[src/rtl/aes_pkg.sv]
// rtl/aes_pkg.sv - shared AES datapath constants
package aes_pkg;

  localparam int AES_BLOCK_W          = 128;
  localparam int AES_STAGE_FIFO_DEPTH = 4;

endpackage

[src/rtl/aes_fifo_mem.sv]
// rtl/aes_fifo_mem.sv - DEPTH x WIDTH register file, synchronous write, asynchronous read
// Optional parity column under AES_STAGE_FIFO_PARITY_EN.
module aes_fifo_mem
  import aes_pkg::*;
#(
  parameter int WIDTH = AES_BLOCK_W,
  parameter int DEPTH = AES_STAGE_FIFO_DEPTH,
  localparam int AW   = $clog2(DEPTH)
) (
  input  logic             clk,
  input  logic             wr_en,
  input  logic [AW-1:0]    wr_addr,
  input  logic [WIDTH-1:0] wr_data,
`ifdef AES_STAGE_FIFO_PARITY_EN
  input  logic             wr_par,
  output logic             rd_par,
`endif
  input  logic [AW-1:0]    rd_addr,
  output logic [WIDTH-1:0] rd_data
);

  logic [WIDTH-1:0] mem [DEPTH];

  always_ff @(posedge clk) begin
    if (wr_en) mem[wr_addr] <= wr_data;
  end

  assign rd_data = mem[rd_addr];

`ifdef AES_STAGE_FIFO_PARITY_EN
  logic par_mem [DEPTH];

  always_ff @(posedge clk) begin
    if (wr_en) par_mem[wr_addr] <= wr_par;
  end

  assign rd_par = par_mem[rd_addr];
`endif

endmodule

[src/rtl/aes_stage_fifo.sv]
// rtl/aes_stage_fifo.sv - first-word fall-through stage FIFO with enable, flush and sticky parity error
// Parity storage and checking enabled by AES_STAGE_FIFO_PARITY_EN.
module aes_stage_fifo
  import aes_pkg::*;
#(
  parameter int WIDTH = AES_BLOCK_W,
  parameter int DEPTH = AES_STAGE_FIFO_DEPTH
) (
  input  logic                     clk,
  input  logic                     resetn,
  input  logic                     clear_i,
  input  logic                     enable_i,
  input  logic [WIDTH-1:0]         d_i,
  input  logic                     valid_i,
  output logic                     ready_o,
  output logic [WIDTH-1:0]         d_o,
  output logic                     valid_o,
  input  logic                     ready_i,
  output logic [$clog2(DEPTH):0]   count_o,
  output logic                     full_o,
  output logic                     empty_o,
  output logic                     par_err_o
);

  localparam int AW = $clog2(DEPTH);
  localparam int CW = AW + 1;

  logic [AW-1:0]    wr_ptr, rd_ptr;
  logic [CW-1:0]    count;
  logic [WIDTH-1:0] rd_data;
  logic             push, pop;

  assign full_o  = (count == CW'(DEPTH));
  assign empty_o = (count == '0);
  assign ready_o = enable_i && !full_o;
  assign valid_o = enable_i && !empty_o;
  assign push    = valid_i && ready_o;
  assign pop     = valid_o && ready_i;
  assign count_o = count;
  // Stale storage stays behind after a flush, so the head is masked while empty.
  assign d_o     = empty_o ? '0 : rd_data;

  always_ff @(posedge clk or negedge resetn) begin
    if (!resetn) begin
      wr_ptr <= '0;
      rd_ptr <= '0;
      count  <= '0;
    end else if (clear_i) begin
      wr_ptr <= '0;
      rd_ptr <= '0;
      count  <= '0;
    end else begin
      if (push) wr_ptr <= wr_ptr + AW'(1);
      if (pop)  rd_ptr <= rd_ptr + AW'(1);
      case ({push, pop})
        2'b10:   count <= count + CW'(1);
        2'b01:   count <= count - CW'(1);
        default: count <= count;
      endcase
    end
  end

`ifdef AES_STAGE_FIFO_PARITY_EN
  logic rd_par;
  logic par_err;

  always_ff @(posedge clk or negedge resetn) begin
    if (!resetn)                        par_err <= 1'b0;
    else if (clear_i)                   par_err <= 1'b0;
    else if (pop && ((^rd_data) != rd_par)) par_err <= 1'b1;
  end

  assign par_err_o = par_err;
`else
  assign par_err_o = 1'b0;
`endif

  aes_fifo_mem #(
    .WIDTH (WIDTH),
    .DEPTH (DEPTH)
  ) u_mem (
    .clk     (clk),
    .wr_en   (push && !clear_i),
    .wr_addr (wr_ptr),
    .wr_data (d_i),
`ifdef AES_STAGE_FIFO_PARITY_EN
    .wr_par  (^d_i),
    .rd_par  (rd_par),
`endif
    .rd_addr (rd_ptr),
    .rd_data (rd_data)
  );

endmodule

[config.mk]
export PLATFORM = sky130hd
export DESIGN_NAME = aes_stage_fifo
export DESIGN_NICKNAME = d
export VERILOG_FILES = /design/src/rtl/aes_pkg.sv /design/src/rtl/aes_fifo_mem.sv /design/src/rtl/aes_stage_fifo.sv
export SDC_FILE = /design/constraint.sdc
export NUM_CORES = 1
export LEC_CHECK = 0
export CAP_MARGIN = 20
export CORE_MARGIN = 4
export CORE_UTILIZATION = 35
export CTS_CLUSTER_DIAMETER = 60
export DETAILED_ROUTE_END_ITERATION = 8
export PLACE_DENSITY_LB_ADDON = 0.15
export RECOVER_POWER = 25
export SYNTH_ARGS = -nofsm -noshare
export SYNTH_HDL_FRONTEND = slang
export SYNTH_SLANG_ARGS = --single-unit
export TNS_END_PERCENT = 1
[constraint.sdc]
create_clock -name clk -period 11.8 [get_ports clk]
set_clock_uncertainty 0.1 [all_clocks]
set_input_delay 1.77 -clock clk [delete_from_list [all_inputs] [get_ports clk]]
set_output_delay 1.77 -clock clk [all_outputs]
set_load 0.02 [all_outputs]
# --- Word level (Yosys, flattened, before mapping) ---
# Memory sizes are Yosys's and may differ from the RTL's.
# Index checks and enable logic that the tools add are counted.
totals:
  ram_bits: 512
  output_inout_bits: 136
  n_memories: 1
  regBits: 7
  in_bits: 134
  wordCells: 32
op_classes:
  eq_ne: 3
  n_addsub: 4
  n_reduce_logical: 12
  n_mux: 9
memory_table:
  columns: ["memory", "words", "word_bits", "rd", "rd_clocked_by_memory_dff", "wr", "line_no", "source"]
  rows:
  - ["u_mem.mem", 4, 128, 1, 0, 1, "aes_fifo_mem.sv:22", "logic [WIDTH-1:0] mem [DEPTH];"]
ops:
  columns: ["op", "n"]
  rows:
  - ["128-bit 2-to-1 mux", 1]
  - ["2-bit 2-to-1 mux", 4]
  - ["3-bit case mux with 2 select lines", 1]
  - ["1-bit logical AND", 5]
  - ["2-bit by 1-bit adder with 2-bit output, second input constant", 2]
  - ["2-bit nonzero test", 2]
  - ["3-bit by 1-bit adder with 3-bit output, second input constant", 1]
  - ["3-bit == test, second input constant", 1]
  - ["1-bit zero test", 3]
  - ["3-bit zero test", 1]
  - ["3-bit 2-to-1 mux", 1]
  - ["3-bit nonzero test", 1]
  - ["3-bit by 1-bit subtractor with 3-bit output, second input constant", 1]
  - ["2-bit by 1-bit == test with 1-bit output, second input constant", 1]
  - ["2-bit == test, second input constant", 1]
  - ["1-bit 2-to-1 mux", 2]

# --- Depth between registers and ports, before layout ---
depth:
  word_depth: 7
  ltp_mapped: 6
  depth_no_buf: 5

# --- Modules after synthesis ---
# Synthesis repeated with hierarchy kept, for this count alone.
hier_totals:
  hier_cells: 858
  area_unflattened_um2: 19915.4
modules_own_cells:
  columns: ["mod", "seq_area_each_um2", "area_per_inst_um2", "cells_per_inst", "instances"]
  rows:
  - ["aes_fifo_mem", 15374.7, 18602.8, 672, 1]
  - ["aes_stage_fifo", 175.2, 1312.5, 186, 1]

# --- Worst setup path before layout ---
# No wires, ideal clock.
synth_path:
  path_type: "in2reg"
  start: "in valid_i"
  end: "mem u_mem.mem[0][0] in the netlist's numbering, enable pin"
  n_path_buf: 0
  required_time_ns: 10.902
  path_slack_ns: -0.544
  setup_ns: 0.798
  cell_stages: 3
  arrival_time_ns: 11.446
  cell_sequence: "and2_1 nand2_1 nor3b_1"
synth_between:
  elab_chain_cells: 4
synth_lines:
  columns: ["item", "line_no", "source"]
  rows:
  - ["start: declaration", "aes_stage_fifo.sv:14", "input logic valid_i,"]
  - ["1-bit logical AND", "aes_stage_fifo.sv:37", "assign push = valid_i && ready_o;"]
  - ["1-bit logical AND", "aes_stage_fifo.sv:83", ".wr_en (push && !clear_i),"]
  - ["1-bit 2-to-1 mux", "aes_fifo_mem.sv:25", "if (wr_en) mem[wr_addr] <= wr_data;"]
  - ["1-bit 2-to-1 mux (implied by the code)", "aes_fifo_mem.sv:25", null]
  - ["end: declaration", "aes_fifo_mem.sv:22", null]
# Every way passes these cells.

# --- Final worst setup path ---
layout_path:
  start: "reg rd_ptr[0]"
  end: "out d_o[49]"
layout_between:
  elab_chain_cells: 2
layout_lines:
  columns: ["item", "line_no", "source"]
  rows:
  - ["start: declaration", "aes_stage_fifo.sv:28", "logic [AW-1:0] wr_ptr, rd_ptr;"]
  - ["start signal: assignment", "aes_stage_fifo.sv:54", "if (pop) rd_ptr <= rd_ptr + AW'(1);"]
  - ["memory 4 x 128 bit", null, null]
  - ["128-bit 2-to-1 mux", "aes_stage_fifo.sv:41", "assign d_o = empty_o ? '0 : rd_data;"]
  - ["end: declaration", "aes_stage_fifo.sv:16", "output logic [WIDTH-1:0] d_o,"]
# Every way passes these cells.

==> results.toml <==
[clock_tree]
clk_path_buf_depth = 3
postCtsHoldBufs = 0
cts_resized = 0
worstSkewPairLatency_ns = 0.58
cts_root_buf = "clkbuf_16"
cts.sinks = 519
clk_pin_slew_worst_paths_ns = 0.06
cts_tree = "yes"
numCtsBuffers = 56
cts-htree-levels = 2
cts_setup_buffers = 0

[worst_setup_path]
end_kind = "primary output"
r2r_cells = 4
worstSetupPathType = "reg2out"
slowest_delay_ns = 1.05
cp.required_ns = 9.93
worstSetupStartpointType = "flip-flop"
arrival_ns = 3.94
crit_slowest_cell = "dfrtp_4"
cp_cell_sequence = "buf_4, mux4_2, nor2b_1, clkdlybuf4s50_1"
critPathMaxFanout = 46

[sta]
min_period_ns = 5.807
tightest_slew_ns = 1.014
hold_viol = 0
fin_crit_sh_pct = 49.22
holdWs_ns = 0.4738
fmax_ghz = 0.1722
rsz0062_at_grt = "false"
drv_slew = 0
slew_headroom_pct = 32.38
setup_viol = 0

[global_route]
antenna_found_initial = 13
grt_overflow_total = 0
grt_pass1_wl_microns = 64650
grt_pass1_vias = 10190
grt_max_degree = 68
globalRouteTotalUtil_pct = 14.18

[drt]
first_pass_iters = 4
drt-total-wl_microns = 42940
vias = 9349
routed_via_density = 4.755
remaining_drc_errors = 0
drt_iter0_drc = 410
ant_nets = 0
wl_per_cell_microns = 21.84

[placement]
portBuffers = 268
dp_hpwl_microns = 24450
place.gp.congestion = 0.6729

[layout]
drive_above_1_share_pct = 19.27
area_growth_pct = 27.16
fin_nets = 1301
regArea_sq_um = 15560
multi_input_area_sq_um = 4035
fill_cells = 4807

[floorplanning]
die_w_microns = 245.6
die_area_sq_um = 60340
io_pins = 270
rows = 86
initial_core_util_pct = 35.60
coreArea_sq_um = 55520
chipHeight_microns = 245.6

[synth]
syn_inst = 864
netlist_area_sq_um = 19770
yosysWarnings = 0
ys_seq_elements = 519
syn-num-nets = 1003
ys_types = 28
ys_seq_area_share_pct = 78.67
avgSynthCellArea_sq_um = 22.88

[min_path]
hp-class = "reg2reg"
min_path_cells = 2

[run]
maxCapViolCount = 0

[pwr]
power_density_nw_per_um2 = 167.4
irDropWorstVdd_mv = 0.1071
leakagePower_nw = 7.710
power_w = 0.004209

[run_status]
status = "complete, no violations"
[synth_stat cells]
cell type	n	area [sq um]
edfxtp_1	512	15370
nor2b_1	130	813.3
mux4_2	128	2883
clkbuf_1	18	67.56
buf_2	15	75.07
buf_1	9	33.78
dfrtp_1	7	175.2
nor2_1	6	22.52
nor3b_1	5	37.54
ha_1	4	50.05
inv_1	4	15.01
and2_1	3	18.77
nand2_1	3	11.26
xnor2_1	3	26.28
buf_4	2	15.01
nand2b_1	2	12.51
nor3_1	2	10.01
a21oi_1	1	5.000
a21oi_4	1	16.27
and3_4	1	11.26
conb_1	1	3.750
fa_1	1	20.02
mux2_4	1	15.01
mux2i_1	1	10.01
mux2i_2	1	13.76
o21ai_0	1	5.000
o311ai_2	1	16.27
or3b_1	1	8.760
[cells by family after synthesis]
| family | after synthesis | synth area share, % |
|---|---|---|
| fa+ha+maj | 5 | 0.3545 |
| compound gates | 4 | 0.2152 |
| simple gates | 153 | 4.785 |
| mux | 131 | 14.78 |
| flops | 519 | 78.67 |
| xor+xnor | 3 | 0.1330 |
| other cells | 1 | 0.01897 |
| buf+inv | 48 | 1.044 |
[registers in the layout, indices dropped and copies added, names as in the netlist]
| register | flops |
|---|---|
| count_o | 3 |
| rd_ptr | 2 |
| u_mem.mem | 512 |
| wr_ptr | 2 |
[cells in the final DEF, fill, tap and decap left out, drive strengths merged, types with 4 or more instances in the layout]
master,Yosys,final
clkinv,0,24
nor2,6,6
bufinv,0,4
diode,0,9
nor3b,5,5
clkdlybuf4s50,0,192
inv,4,6
edfxtp,512,512
dfrtp,7,7
nor2b,130,130
buf,26,16
mux4,128,128
ha,4,4
dlygate4sd3,0,76
clkbuf,18,74
[final timing paths]
check                                        from                         end  slack [ns]
setup / recovery            rd_ptr[0]$_DFFE_PN0P_                     d_o[49]        5.99
hold / removal              wr_ptr[1]$_DFFE_PN0P_       wr_ptr[1]$_DFFE_PN0P_        0.47
setup reg to reg           count_o[0]$_DFFE_PN0P_  u_mem.mem[2][99]$_DFFE_PP_        8.47
hold reg to reg             wr_ptr[1]$_DFFE_PN0P_       wr_ptr[1]$_DFFE_PN0P_        0.47
max in group asynchronous                  resetn       rd_ptr[0]$_DFFE_PN0P_        9.88
min in group asynchronous                  resetn      count_o[0]$_DFFE_PN0P_        1.43
[critical path: cells and delay by family (launching register included)]
kind,cells,cell delay (ns)
DFF,1,1.05
muxes,1,0.59
buffers and inverters,2,1.44
and+or+nand+nor,1,0.15
[layout make-up]
cell class	instances	share of cell area, %
repair buffers	284	11.15
multi-input cells	297	16.05
clock inverters	31	1.020
flip-flops and latches	519	61.89
diodes	9	0.08960
well taps	748	3.723
inverters	4	0.05973
clock buffers	74	6.008
[routing by layer]
metal  vias up  track usage (%)  wire, microns
met3        70            4.198           3064
li1       4142                -              -
met2       235            23.60          21330
met5         -                0             69
met1      4890            18.49          17690
met4        12            3.421            775
[power by group]
part / internal [W] / switching, W / total, W
Clock: 0.000984 / 0.000687 / 0.00167
Sequential: 0.00206 / 0.0000154 / 0.00207
Combinational: 0.000221 / 0.000245 / 0.000467
[through the flow]
stage | utilization (%) | instances | setup slack, ns | instance area, sq um | TNS (ns)
floorplan | - | 864 | -0.5442 | 19770 | -278.64
global placement | 42.05 | 1852 | 6.392 | 23350 | 0
detailed placement | 42.05 | 1852 | 6.408 | 23350 | 0
CTS | 45.23 | 1957 | 5.761 | 25110 | 0
global route | 45.23 | 1957 | 5.606 | 25110 | 0
finish | 45.27 | 1966 | 5.993 | 25140 | 0
Note: power is estimated with default switching activity, not from simulation.
==> RTL change: new RTL, same settings <==
Set the package constant `AES_STAGE_FIFO_DEPTH` to 8 (it was 4).
--- a/src/rtl/aes_pkg.sv
+++ b/src/rtl/aes_pkg.sv
@@ -2,7 +2,7 @@
 package aes_pkg;
 
   localparam int AES_BLOCK_W          = 128;
-  localparam int AES_STAGE_FIFO_DEPTH = 4;
+  localparam int AES_STAGE_FIFO_DEPTH = 8;
 
 endpackage
 
Ports: changed (resized count_o); port bits go from 270 to 271. The function was not compared with the original's and may differ.
==> RTL change against the unedited design <==
Sequential cell count increased by 515. Non-clock buffer count grew 19. Power rose by 93%. Clock power grew 100%. Final area increased by 89%. Synthesized area grew 99%. Routed wire length increased by 110%. Worst setup slack got worse by 610 ps. Die area is 96% higher. Register-to-register slack got worse by 650 ps.
==> RTL change: results (changes against the unedited design) <==
Share of cells above drive strength 1: 0.219 (+0.0259)
Clock latency on the worst-skew pair: 680 ps (+100 ps)
Ys flop type: sky130_fd_sc_hd__edfxtp_1
Cell types with the highest counts after synthesis: 1,024 x sky130_fd_sc_hd__edfxtp_1, 256 x sky130_fd_sc_hd__mux4_2, 141 x sky130_fd_sc_hd__nor2_1, 129 x sky130_fd_sc_hd__mux2i_1, 37 x sky130_fd_sc_hd__buf_2
Maximum level of the CTS H-tree: 3 (+1)
Path class of the lowest-slack min-delay path: reg -> reg
Detailed Route WL: 90.8 mm (+110%)
First-pass GRT wire length: 135 mm (+110%)
Clock buffer count from CTS: 114 (+100%)
Final HPWL from detailed placement: 48.3 mm (+97%)
Dpl ws: 5810 ps (-601 ps)
Tot GR Track Use: 0.155 (+0.0131)
Routability congestion estimate from global placement: 0.677 (+0.65%)
Total nets after synthesis: 1,846 (+84%)
Drt first-iter violations: 1,110 (+170%)
Number of I/O port buffers: 269 (+0.37%)
Vias in the first global route: 20,000 (+96%)
Cell leakage power: 14.2 nW (+85%)
Max IR drop VDD: 0.119 mV (+11%)
Status: finished, final reports clean
Cell variety after synth: 38 (+36%)
Worst path max stage delay: 940 ps (-110 ps)
Cell types occupying the most area after synthesis: sky130_fd_sc_hd__edfxtp_1 78%, sky130_fd_sc_hd__mux4_2 15%, sky130_fd_sc_hd__mux2i_1 3.3%
Fill cell instance count of the final layout: 9,584 (+99%)
Register ranked first by flip-flop count: u_mem.mem
Number of iterations in the first detailed-routing pass: 5 (+1)
Flip-flop count of the largest register after layout: 1,024 (+100%)
Final instance count without filler cells: 3,620 (+84%)
Worst-path fanout max: 99 (+120%)
Clock buffer depth: 3 (unchanged)
Reg clk slew, reported paths: 60 ps (about the same)
Register area share after synthesis: 0.787 (about the same)
Cell area reported after detailed placement: 43,900 um^2 (+88%)
Average instance area after synthesis: 23.1 um^2 (+0.82%)
Number of antenna violations at the first check in global routing: 27 (+14)
Async set-reset flop share out of synthesis: 0.00967 (-0.00382)
Buffers inserted during post-CTS setup optimization: 0 (unchanged)
Arrival @ worst endpoint: 4550 ps (+610 ps)
Buffer cell driving the clock tree root: sky130_fd_sc_hd__clkbuf_16
Number of instances in the placed design: 3,408 (+84%)
Largest net degree at the start of global routing: 137 (+100%)
Layout net count: 2,174 (+67%)
EDFF count, synth: 1,024 (+100%)
Worst slew margin relative to its limit: 0.239 (-0.0850)
Syn. warnings: 0 (unchanged)
Via/cell ratio: 4.97 (+4.6%)
RTL change: final timing paths:
kind	from	end	slack, ps	depth (start not counted)
worst max-delay path	rd_ptr[0]	d_o[23]	5380	6
worst min-delay path	wr_ptr[1]	wr_ptr[1]	490	2
worst max register to register	count_o[0]	u_mem.mem[0][91]	7820	6
worst min register to register	wr_ptr[1]	wr_ptr[1]	490	2
max in group asynchronous	resetn	rd_ptr[0]	9820	1
min in group asynchronous	resetn	count_o[3]	1400	1
RTL change: per-layer routing:
layer | global-route usage | wire, um | share of wire
met2 | 0.274 | 47100 | 0.52
met3 | 0.0305 | 4230 | 0.047
met5 | 0 | 60 | 0.00066
met4 | 0.0393 | 2040 | 0.022
met1 | 0.196 | 37400 | 0.41
RTL change: cell families after synthesis:
family	after synthesis	share of synthesized area
flops	1034	0.787
mux	386	0.180
simple gates	169	0.0177
buf+inv	94	0.0105
compound gates	15	0.00289
xor+xnor	5	0.00111
fa+ha+maj	4	0.00127
other cells	1	0.0000952
RTL change: power breakdown:
group,internal (W),switching (W)
combinational,0.000295,0.000367
clock,0.00198,0.00140
sequential,0.00407,0.0000162
RTL change: worst max-delay path: cells and delay by family, from the launching register on:
family,cells,cell delay [ps]
muxes,2,790
buffers and inverters,3,1960
and+or+nand+nor,1,70
DFF,1,940
RTL change: layout make-up:
class                           count  area (um^2)  share of cell area
Timing Repair Buffer              303         3010              0.0633
Antenna cell                        5         12.5            0.000263
Inverter                            3         18.8            0.000395
Tap cell                         1488         1860              0.0391
Clock inverter                     70          597              0.0125
Clock buffer                      137         3000              0.0631
Multi-Input combinational cell    580         8040               0.169
Sequential cell                  1034        31000               0.652
